===== src/rtl/riscv_pkg.sv =====
// riscv_pkg
// Shared definitions for the multi-cycle RISC-V control path: FSM state
// enum, opcode constants, ALUOp enum, ALUControl codes and mux select codes.
// The single-cycle core reuses the ALUOp/ALUControl parts.
// Configuration macro: ILLEGAL_TRAP_EN adds the TRAP state to the state enum.
package riscv_pkg;

  typedef enum logic [3:0] {
    FETCH,
    DECODE,
    MEMADR,
    MEMREAD,
    MEMWB,
    MEMWRITE,
    EXECR,
    EXECI,
    ALUWB,
    JAL,
    BEQ
`ifdef ILLEGAL_TRAP_EN
    , TRAP
`endif
  } state_e;

  localparam logic [6:0] OP_LW   = 7'b0000011;
  localparam logic [6:0] OP_SW   = 7'b0100011;
  localparam logic [6:0] OP_RTYP = 7'b0110011;
  localparam logic [6:0] OP_IALU = 7'b0010011;
  localparam logic [6:0] OP_JAL  = 7'b1101111;
  localparam logic [6:0] OP_BEQ  = 7'b1100011;

  typedef enum logic [1:0] {
    ALUOP_ADD,
    ALUOP_SUB,
    ALUOP_FUNCT
  } aluop_e;

  localparam logic [3:0] ALUC_ADD = 4'b0000;
  localparam logic [3:0] ALUC_SUB = 4'b0001;
  localparam logic [3:0] ALUC_AND = 4'b0010;
  localparam logic [3:0] ALUC_OR  = 4'b0011;
  localparam logic [3:0] ALUC_XOR = 4'b0100;
  localparam logic [3:0] ALUC_SLT = 4'b0101;
  localparam logic [3:0] ALUC_SLL = 4'b0110;
  localparam logic [3:0] ALUC_SRL = 4'b0111;
  localparam logic [3:0] ALUC_SRA = 4'b1000;

  localparam logic [1:0] IMM_I = 2'b00;
  localparam logic [1:0] IMM_S = 2'b01;
  localparam logic [1:0] IMM_B = 2'b10;
  localparam logic [1:0] IMM_J = 2'b11;

  localparam logic [1:0] RES_ALUOUT    = 2'b00;
  localparam logic [1:0] RES_MEMDATA   = 2'b01;
  localparam logic [1:0] RES_ALURESULT = 2'b10;

  localparam logic [1:0] SRCA_PC    = 2'b00;
  localparam logic [1:0] SRCA_OLDPC = 2'b01;
  localparam logic [1:0] SRCA_RS1   = 2'b10;

  localparam logic [1:0] SRCB_RS2  = 2'b00;
  localparam logic [1:0] SRCB_IMM  = 2'b01;
  localparam logic [1:0] SRCB_FOUR = 2'b10;

  // Immediate format depends only on the opcode, so it is decoded the same
  // way in every FSM state.
  function automatic logic [1:0] immSrcFor(input logic [6:0] op);
    case (op)
      OP_SW:   return IMM_S;
      OP_BEQ:  return IMM_B;
      OP_JAL:  return IMM_J;
      default: return IMM_I;
    endcase
  endfunction

endpackage


===== src/rtl/multi_cycle_controller_if.sv =====
// multi_cycle_controller_if
// Bundles the instruction fields, memory handshake and datapath control
// strobes between the controller and the datapath.
//   master: datapath side (drives op/funct3/funct7b5/Zero/MemReady)
//   slave : controller side (drives all control outputs)
interface multi_cycle_controller_if;
  logic [6:0] op;
  logic [2:0] funct3;
  logic       funct7b5;
  logic       Zero;
  logic       MemReady;
  logic       MemReq;
  logic       MemWrite;
  logic       IRWrite;
  logic       PCWrite;
  logic       AdrSrc;
  logic       RegWrite;
  logic [1:0] ResultSrc;
  logic [1:0] ALUSrcA;
  logic [1:0] ALUSrcB;
  logic [1:0] ImmSrc;
  logic [3:0] ALUControl;
  logic       Trap;

  modport master (
    output op, funct3, funct7b5, Zero, MemReady,
    input  MemReq, MemWrite, IRWrite, PCWrite, AdrSrc, RegWrite,
           ResultSrc, ALUSrcA, ALUSrcB, ImmSrc, ALUControl, Trap
  );

  modport slave (
    input  op, funct3, funct7b5, Zero, MemReady,
    output MemReq, MemWrite, IRWrite, PCWrite, AdrSrc, RegWrite,
           ResultSrc, ALUSrcA, ALUSrcB, ImmSrc, ALUControl, Trap
  );
endinterface


===== src/rtl/multi_cycle_controller_alu_decoder.sv =====
// alu_decoder
// Combinational map from ALUOp plus instruction fields to ALUControl.
// Ports:
//   aluOp_i      : add / sub / decode-from-funct request from the main FSM
//   funct3_i     : instr[14:12]
//   funct7b5_i   : instr[30]
//   opb5_i       : op[5], separates R-type (1) from I-ALU (0)
//   aluControl_o : ALU operation code
module alu_decoder
  import riscv_pkg::*;
(
  input  aluop_e     aluOp_i,
  input  logic [2:0] funct3_i,
  input  logic       funct7b5_i,
  input  logic       opb5_i,
  output logic [3:0] aluControl_o
);

  // funct3 000 is only a subtract for R-type; addi reuses instr[30] as an
  // immediate bit, hence the op[5] qualifier.
  always_comb begin
    aluControl_o = ALUC_ADD;
    case (aluOp_i)
      ALUOP_ADD: aluControl_o = ALUC_ADD;
      ALUOP_SUB: aluControl_o = ALUC_SUB;
      ALUOP_FUNCT: begin
        case (funct3_i)
          3'b000:  aluControl_o = (opb5_i & funct7b5_i) ? ALUC_SUB : ALUC_ADD;
          3'b001:  aluControl_o = ALUC_SLL;
          3'b010:  aluControl_o = ALUC_SLT;
          3'b011:  aluControl_o = ALUC_ADD;
          3'b100:  aluControl_o = ALUC_XOR;
          3'b101:  aluControl_o = funct7b5_i ? ALUC_SRA : ALUC_SRL;
          3'b110:  aluControl_o = ALUC_OR;
          default: aluControl_o = ALUC_AND;
        endcase
      end
      default: aluControl_o = ALUC_ADD;
    endcase
  end

endmodule


===== src/rtl/multi_cycle_controller.sv =====
// multi_cycle_controller
// Moore-style main FSM sequencing the multi-cycle RISC-V datapath through
// fetch, decode, execute, memory and writeback, with a MemReady wait-state
// handshake on the shared memory port.
// Ports:
//   clk   : core clock, rising edge
//   rst_n : asynchronous active-low reset; holds the FSM in FETCH with all
//           write strobes and Trap forced low
//   bus   : slave side of multi_cycle_controller_if (instruction fields,
//           Zero, MemReady in; all control selects and strobes out)
// Configuration macro: ILLEGAL_TRAP_EN -- when defined, an illegal opcode
// parks the FSM in TRAP (Trap=1) until reset; otherwise it is a no-op.
module multi_cycle_controller
  import riscv_pkg::*;
(
  input  logic                           clk,
  input  logic                           rst_n,
  multi_cycle_controller_if.slave        bus
);

  state_e     state_q, state_d;
  aluop_e     aluOp;
  logic [3:0] aluControl;
  logic       memReq, memWrite, irWrite, pcWrite, adrSrc, regWrite, trap;
  logic [1:0] resultSrc, aluSrcA, aluSrcB;

  // Reset lands in FETCH straight away so the FETCH selects appear on the
  // outputs before any clock edge.
  always_ff @(posedge clk or negedge rst_n) begin
    if (!rst_n) state_q <= FETCH;
    else        state_q <= state_d;
  end

  // MemReady only matters in the three states that own the memory port.
  always_comb begin
    state_d = state_q;
    case (state_q)
      FETCH:    if (bus.MemReady) state_d = DECODE;
      DECODE: begin
        case (bus.op)
          OP_LW, OP_SW: state_d = MEMADR;
          OP_RTYP:      state_d = EXECR;
          OP_IALU:      state_d = EXECI;
          OP_JAL:       state_d = JAL;
          OP_BEQ:       state_d = BEQ;
`ifdef ILLEGAL_TRAP_EN
          default:      state_d = TRAP;
`else
          default:      state_d = FETCH;
`endif
        endcase
      end
      MEMADR:   state_d = (bus.op == OP_SW) ? MEMWRITE : MEMREAD;
      MEMREAD:  if (bus.MemReady) state_d = MEMWB;
      MEMWRITE: if (bus.MemReady) state_d = FETCH;
      EXECR, EXECI, JAL: state_d = ALUWB;
      MEMWB, ALUWB, BEQ: state_d = FETCH;
`ifdef ILLEGAL_TRAP_EN
      TRAP:     state_d = TRAP;
`endif
      default:  state_d = FETCH;
    endcase
  end

  // Per-state control word. Everything defaults to 0 so unused selects are
  // driven low; the memory-completing strobes follow MemReady so a stalled
  // access never writes early.
  always_comb begin
    memReq    = 1'b0;
    memWrite  = 1'b0;
    irWrite   = 1'b0;
    pcWrite   = 1'b0;
    adrSrc    = 1'b0;
    regWrite  = 1'b0;
    trap      = 1'b0;
    resultSrc = RES_ALUOUT;
    aluSrcA   = SRCA_PC;
    aluSrcB   = SRCB_RS2;
    aluOp     = ALUOP_ADD;
    case (state_q)
      FETCH: begin
        memReq    = 1'b1;
        aluSrcB   = SRCB_FOUR;
        resultSrc = RES_ALURESULT;
        irWrite   = bus.MemReady;
        pcWrite   = bus.MemReady;
      end
      DECODE: begin
        aluSrcA = SRCA_OLDPC;
        aluSrcB = SRCB_IMM;
      end
      MEMADR: begin
        aluSrcA = SRCA_RS1;
        aluSrcB = SRCB_IMM;
      end
      EXECI: begin
        aluSrcA = SRCA_RS1;
        aluSrcB = SRCB_IMM;
        aluOp   = ALUOP_FUNCT;
      end
      MEMREAD: begin
        memReq = 1'b1;
        adrSrc = 1'b1;
      end
      MEMWRITE: begin
        memReq   = 1'b1;
        adrSrc   = 1'b1;
        memWrite = bus.MemReady;
      end
      MEMWB: begin
        resultSrc = RES_MEMDATA;
        regWrite  = 1'b1;
      end
      ALUWB: regWrite = 1'b1;
      EXECR: begin
        aluSrcA = SRCA_RS1;
        aluSrcB = SRCB_RS2;
        aluOp   = ALUOP_FUNCT;
      end
      JAL: begin
        aluSrcA = SRCA_OLDPC;
        aluSrcB = SRCB_FOUR;
        pcWrite = 1'b1;
      end
      BEQ: begin
        aluSrcA = SRCA_RS1;
        aluSrcB = SRCB_RS2;
        aluOp   = ALUOP_SUB;
        pcWrite = bus.Zero;
      end
`ifdef ILLEGAL_TRAP_EN
      TRAP: trap = 1'b1;
`endif
      default: ;
    endcase
  end

  alu_decoder u_alu_decoder (
    .aluOp_i      (aluOp),
    .funct3_i     (bus.funct3),
    .funct7b5_i   (bus.funct7b5),
    .opb5_i       (bus.op[5]),
    .aluControl_o (aluControl)
  );

  // The state is already FETCH during reset, but FETCH's IRWrite/PCWrite
  // follow MemReady, so the strobes are gated with rst_n explicitly.
  assign bus.MemReq     = memReq;
  assign bus.AdrSrc     = adrSrc;
  assign bus.ResultSrc  = resultSrc;
  assign bus.ALUSrcA    = aluSrcA;
  assign bus.ALUSrcB    = aluSrcB;
  assign bus.ALUControl = aluControl;
  assign bus.ImmSrc     = immSrcFor(bus.op);
  assign bus.MemWrite   = memWrite & rst_n;
  assign bus.IRWrite    = irWrite  & rst_n;
  assign bus.PCWrite    = pcWrite  & rst_n;
  assign bus.RegWrite   = regWrite & rst_n;
  assign bus.Trap       = trap     & rst_n;

endmodule


===== src/flat_wrapper.sv =====
// flat-port wrapper written by rule: the top's interface ports become plain ports
module multi_cycle_controller_flat import riscv_pkg::*;
  (clk, rst_n, bus_op, bus_funct3, bus_funct7b5, bus_Zero, bus_MemReady, bus_MemReq, bus_MemWrite, bus_IRWrite, bus_PCWrite, bus_AdrSrc, bus_RegWrite, bus_ResultSrc, bus_ALUSrcA, bus_ALUSrcB, bus_ImmSrc, bus_ALUControl, bus_Trap);
  multi_cycle_controller_if bus_i ();
  input  logic clk;
  input  logic rst_n;
  input wire logic [$bits(bus_i.op)-1:0] bus_op;
  input wire logic [$bits(bus_i.funct3)-1:0] bus_funct3;
  input wire logic [$bits(bus_i.funct7b5)-1:0] bus_funct7b5;
  input wire logic [$bits(bus_i.Zero)-1:0] bus_Zero;
  input wire logic [$bits(bus_i.MemReady)-1:0] bus_MemReady;
  output wire logic [$bits(bus_i.MemReq)-1:0] bus_MemReq;
  output wire logic [$bits(bus_i.MemWrite)-1:0] bus_MemWrite;
  output wire logic [$bits(bus_i.IRWrite)-1:0] bus_IRWrite;
  output wire logic [$bits(bus_i.PCWrite)-1:0] bus_PCWrite;
  output wire logic [$bits(bus_i.AdrSrc)-1:0] bus_AdrSrc;
  output wire logic [$bits(bus_i.RegWrite)-1:0] bus_RegWrite;
  output wire logic [$bits(bus_i.ResultSrc)-1:0] bus_ResultSrc;
  output wire logic [$bits(bus_i.ALUSrcA)-1:0] bus_ALUSrcA;
  output wire logic [$bits(bus_i.ALUSrcB)-1:0] bus_ALUSrcB;
  output wire logic [$bits(bus_i.ImmSrc)-1:0] bus_ImmSrc;
  output wire logic [$bits(bus_i.ALUControl)-1:0] bus_ALUControl;
  output wire logic [$bits(bus_i.Trap)-1:0] bus_Trap;
  assign bus_i.op = bus_op;
  assign bus_i.funct3 = bus_funct3;
  assign bus_i.funct7b5 = bus_funct7b5;
  assign bus_i.Zero = bus_Zero;
  assign bus_i.MemReady = bus_MemReady;
  assign bus_MemReq = bus_i.MemReq;
  assign bus_MemWrite = bus_i.MemWrite;
  assign bus_IRWrite = bus_i.IRWrite;
  assign bus_PCWrite = bus_i.PCWrite;
  assign bus_AdrSrc = bus_i.AdrSrc;
  assign bus_RegWrite = bus_i.RegWrite;
  assign bus_ResultSrc = bus_i.ResultSrc;
  assign bus_ALUSrcA = bus_i.ALUSrcA;
  assign bus_ALUSrcB = bus_i.ALUSrcB;
  assign bus_ImmSrc = bus_i.ImmSrc;
  assign bus_ALUControl = bus_i.ALUControl;
  assign bus_Trap = bus_i.Trap;
  multi_cycle_controller u_core (.clk(clk), .rst_n(rst_n), .bus(bus_i));
endmodule

===== config.mk =====
export PLATFORM = sky130hd
export DESIGN_NAME = multi_cycle_controller_flat
export DESIGN_NICKNAME = d
export VERILOG_FILES = /design/src/rtl/riscv_pkg.sv /design/src/rtl/multi_cycle_controller_if.sv /design/src/rtl/multi_cycle_controller_alu_decoder.sv /design/src/rtl/multi_cycle_controller.sv /design/src/flat_wrapper.sv
export SDC_FILE = /design/constraint.sdc
export NUM_CORES = 1
export LEC_CHECK = 0
export CORE_AREA = 2 2 47 49
export DETAILED_ROUTE_END_ITERATION = 12
export DIE_AREA = 0 0 49 51
export PLACE_DENSITY = 0.73
export SLEW_MARGIN = 0
export SYNTH_ARGS = -nofsm -noshare
export SYNTH_HDL_FRONTEND = slang
export SYNTH_SLANG_ARGS = --single-unit

===== constraint.sdc =====
create_clock -name clk -period 1.5 [get_ports clk]
set_input_delay 0.15 -clock clk [delete_from_list [all_inputs] [get_ports clk]]
set_output_delay 0.15 -clock clk [all_outputs]
set_load 0.02 [all_outputs]

; Word-level counts from Yosys, hierarchy flattened
; Index checks and enable logic that the tools add are counted.
[op_classes]
bitwise = 5
eq_ne = 27
n_reduce_logical = 13
muxes = 21
[op_table]
columns = op, n
row1 = $pmux 4 s7, 1
row2 = $pmux 4 s6, 1
row3 = $pmux 4 s5, 1
row4 = $eq 4x3->1 const B, 4
row5 = $mux 4, 4
row6 = $pmux 2 s2, 4
row7 = $eq 7x6->1 const B, 2
row8 = $eq 7x7->1 const B, 2
row9 = $eq 4x4->1 const B, 3
row10 = $reduce_or 2->1, 6
row11 = $eq 3x3->1 const B, 3
row12 = $reduce_or 3->1, 3
row13 = $eq 4x2->1 const B, 2
row14 = $pmux 4 s2, 1
row15 = $eq 7x2->1 const B, 1
row16 = $eq 7x5->1 const B, 1
row17 = $eq 3x2->1 const B, 2
row18 = $mux 1, 6
row19 = $ne 2x2->1 const B, 3
row20 = $pmux 2 s3, 1
row21 = $and 1x1->1, 5
row22 = $eq 4x1->1 const B, 1
row23 = $logic_not 4->1, 1
row24 = $reduce_or 4->1, 1
row25 = other kinds (7), 7
[totals]
out_inout_bits = 19
in_bits = 15
elab_cells = 67
ff_bits = 4

; Logic depth before layout (Yosys ltp)
[logic_depth]
depth_word = 5
ltp_mapped = 7
mapped_depth_nobuf = 6

; Cells and area by module
; From an unflattened synthesis, not the netlist that was laid out.
[unflattened]
cells_unflattened = 99
hier_area_um2 = 705.7
[modules_own_cells]
columns = mod, cells_per_inst, area_per_inst_um2, instances
row1 = multi_cycle_controller, 79, 570.5, 1
row2 = alu_decoder, 20, 135.1, 1

; Worst setup path before layout
; OpenSTA, ideal clock, no wires.
[synth_path]
kind = register -> output
startpoint = register u_core.state_q[1]
endpoint = output bus_PCWrite
n_path_buf = 1
path_slack_ps = -569
path_stages_with_launch = 5
arrival_ps = 1919
path_cell_list = dfrtp_1 buf_2 nor4_1 and3_1 o21bai_1
[synth_via]
elab_chain_len = 3
elab_cells_between_ends = 5
[synth_rtl]
columns = element, line
row1 = from (decl), multi_cycle_controller.sv:21  ; state_e state_q, state_d;
row2 = from (signal assigned), multi_cycle_controller.sv:31  ; else state_q <= state_d;
row3 = $eq 4x4->1 or $logic_not 4->1 (tied branches), multi_cycle_controller.sv:80  ; case (state_q)
row4 = $pmux 1 s3 (*), multi_cycle_controller.sv:80
row5 = $and 1x1->1 (*), multi_cycle_controller.sv:157  ; assign bus.PCWrite = pcWrite & rst_n;
row6 = to (decl), flat_wrapper.sv:15  ; output wire logic [$bits(bus_i.PCWrite)-1:0] bus_PCWrite;
; Mark *: on every way between the ends. The rest lies on a longest branch, timed or not.

; Worst setup path in the final report
[layout_path]
startpoint = register u_core.state_q[3]
endpoint = output bus_ALUControl[2]
[layout_via]
elab_chain_len = 5
elab_cells_between_ends = 8
[layout_rtl]
columns = element, line
row1 = $eq 4x3->1, multi_cycle_controller.sv:80
row2 = $reduce_or 2->1 (no line), n/a
row3 = $pmux 2 s2 (*), multi_cycle_controller.sv:80
row4 = $eq 2x2->1 or $eq 2x1->1 (tied branches), multi_cycle_controller_alu_decoder.sv:23  ; case (aluOp_i)
row5 = $pmux 4 s2 (*), multi_cycle_controller_alu_decoder.sv:23
row6 = to (decl), flat_wrapper.sv:22  ; output wire logic [$bits(bus_i.ALUControl)-1:0] bus_ALUControl;
; Marks and branches as above.

==> metrics.cfg <==
[status]
status=finished, violations left
violations=setup timing

[critical_path]
crit_family=simple AND/OR/NAND/NOR gates
path_buf_inv=1
path_cells=nor2b_4, and2_4, ha_4, nand2b_4, a311oi_4, buf_6
cp-start-kind=flip-flop
end_kind=output port
crit_type=reg2out
slowest_delay_ps=400
critPathArrivalTime_ps=1700
critical_path.max_fanout=4
slowest_stage=dfrtp_1
required_ps=1350

[power]
power_leakage_uw=0.000603
peakVddDrop_v=0.000343
comb_power_share=0.632
pwr-share-clk=0.188
internal_power_uw=441
p_sw_frac=0.383
power_frac_seq=0.180
p_per_area_mw_per_mm2=509
switching_power_uw=274

[clock_network]
htreeDepth=1
clkTransAtPathRegs_ps=40
insertion_delay_ps=240
clockBufferDepth=2
cts_root_buffer=clkbuf_4
numCtsBuffers=3
clock-sinks=4
cts_hold_buffers=0
cts_tree=yes

[routing]
vias=894
antenna_left=0
wl_per_cell_um=11.7
drt_iter0_markers=12
drc=0
drtPass1Iterations=4
wl_um=2080
viasPerCell=5.02

[placed_design]
io_buffers=32
place_congestion=0.829
dp_hpwl_um=1580

[hold_path]
hold_path_class=in2async

[finish]
area_growth_pct=104
multi_input_area_um2=729
largest_reg_flops=4
drive_above_1_share=0.500
fillers=185
diodes=0
regArea_um2=103
utilization=0.681
nets=169
regMostFlops=u_core.state_q
largest_registers=u_core.state_q x4

[sta]
fin_crit_sh=1.23
skew_ps=0.797
hold_viol=0
hold_slack_ps=320
setup_tns_ps=-1440
fin_crit_ps=1850
timing.final.ws_setup_ps=-349
slew_viol_final=0
fmax_ghz=0.541
rsz0062_at_grt=true
finalSetupViolations=8

[synthesis]
synth_common_cells=7 x nand2_1, 7 x nand2b_1, 6 x buf_2, 6 x nor2_1
postSynth.asyncResetShare=1.00
synthAdderAreaFrac=0.0364
synth.area.top_cells=dfrtp_1 15%, nand2b_1 6.4%, buf_2 4.4%
synth_edf_count=0
yosysSeqAreaShare=0.145
synth-main-ff-cell=dfrtp_1
postSynthCellCount=96
yosys.area.top_type=dfrtp_1
synth_mux_area_frac=0
synth_top_family_by_area=simple AND/OR/NAND/NOR gates
ys_warn_count=0
synth-xor-area-share=0.0636
synth-compound-area-share=0.227
syn_nets=113
synth_top_cell_area_share=0.145
synth_cell_types=40
synth.cell_area_um2=688
synth-seq-cells=4
avgSynthCellArea_um2=7.17
synth-simple-area-share=0.435

[floorplanning]
core-area_mm2=0.00206
die_area_mm2=0.00250
die_w_um=49
row_count=17
start_util=0.334
ios=34
die_y_um=51

[global_routing]
grt_pass1_vias=819
grt_pass1_wl_um=3420
grt_overflow_total=0
grt_max_degree=19
antenna_found_initial=0
grt_usage=0.172

[run]
maxCapViolCount=0

layout by cell type, fill, tap and decap left out, types with 3 or more instances in the layout:
master / synthesis / final
nand2b_1: 7 / 3
buf_4: 1 / 31
nor3_1: 3 / 3
nand2_1: 7 / 7
xor2_1: 3 / 3
inv_1: 5 / 4
nand3b_1: 3 / 3
nand2b_4: 0 / 4
nor2_1: 6 / 4
clkdlybuf4s50_1: 0 / 12
o21ai_0: 3 / 3
buf_2: 6 / 9
clkbuf_4: 0 / 3
buf_6: 0 / 3
a21oi_1: 5 / 3
layout make-up:
| cell class | count | area share |
|---|---|---|
| multi-input combinational | 79 | 0.519 |
| tap | 28 | 0.0249 |
| timing repair buffer | 59 | 0.354 |
| sequential | 4 | 0.0730 |
| inverter | 5 | 0.0134 |
| clock buffer | 3 | 0.0160 |
power by group through the flow:
stage / combinational [µW] / sequential [µW] / clock [µW]
6_report: 452 / 129 / 134
5_1_grt: 486 / 130 / 146
4_1_cts: 421 / 124 / 137
3_5_place_dp: 426 / 124 / 0
3_3_place_gp: 421 / 123 / 0
2_1_floorplan: 230 / 120 / 0
per-stage QoR:
stage	worst slack (ps)	power, µW	cells	area [µm²]
floorplan	-150	350	96	798
global placement	-538	543	174	1300
detailed placement	-586	550	174	1300
CTS	-352	682	177	1320
global route	-416	763	178	1410
finish	-349	715	178	1410
routing by layer:
layer,GRT usage,part of all wire,wire (µm),vias up
met1,0.206,0.42,870,407
met4,0.0714,0.0077,16,0
met5,0,0,0,-
met3,0.0234,0.048,100,2
met2,0.308,0.52,1090,27
li1,-,-,-,458
what timing repair did:
item / CTS / global route
resized for setup: 90 / 27
pin swaps: 1 / 6
setup buffers: 0 / 2
endpoints found under the setup margin: 18 / 18
path summary, 6_finish.rpt:
path,start,cells after the start,to,slack [ps]
setup reg to reg,u_core.state_q[1],4,u_core.state_q[2],110
hold reg to reg,u_core.state_q[3],2,u_core.state_q[2],660
setup / recovery,u_core.state_q[3],6,bus_ALUControl[2],-350
min in group clk,bus_op[3],4,u_core.state_q[1],490
max in group asynchronous,rst_n,2,u_core.state_q[0],1070
hold / removal,rst_n,2,u_core.state_q[2],320
worst register-to-register path, cell delays in order, from the launching register on:
cell and delay (ps):
dfrtp_1 400, buf_4 180, nand3b_1 160, a2111o_1 420, a21oi_1 160
kinds of logic after synthesis:
kind of cell / Yosys count
DFF: 4
AOI/OAI and AO/OA: 22
adders and majority gates: 2
buffers and inverters: 13
and+or+nand+nor: 49
xor gates and xnor gates: 5
other: 1
(Power assumes the default switching activity.)
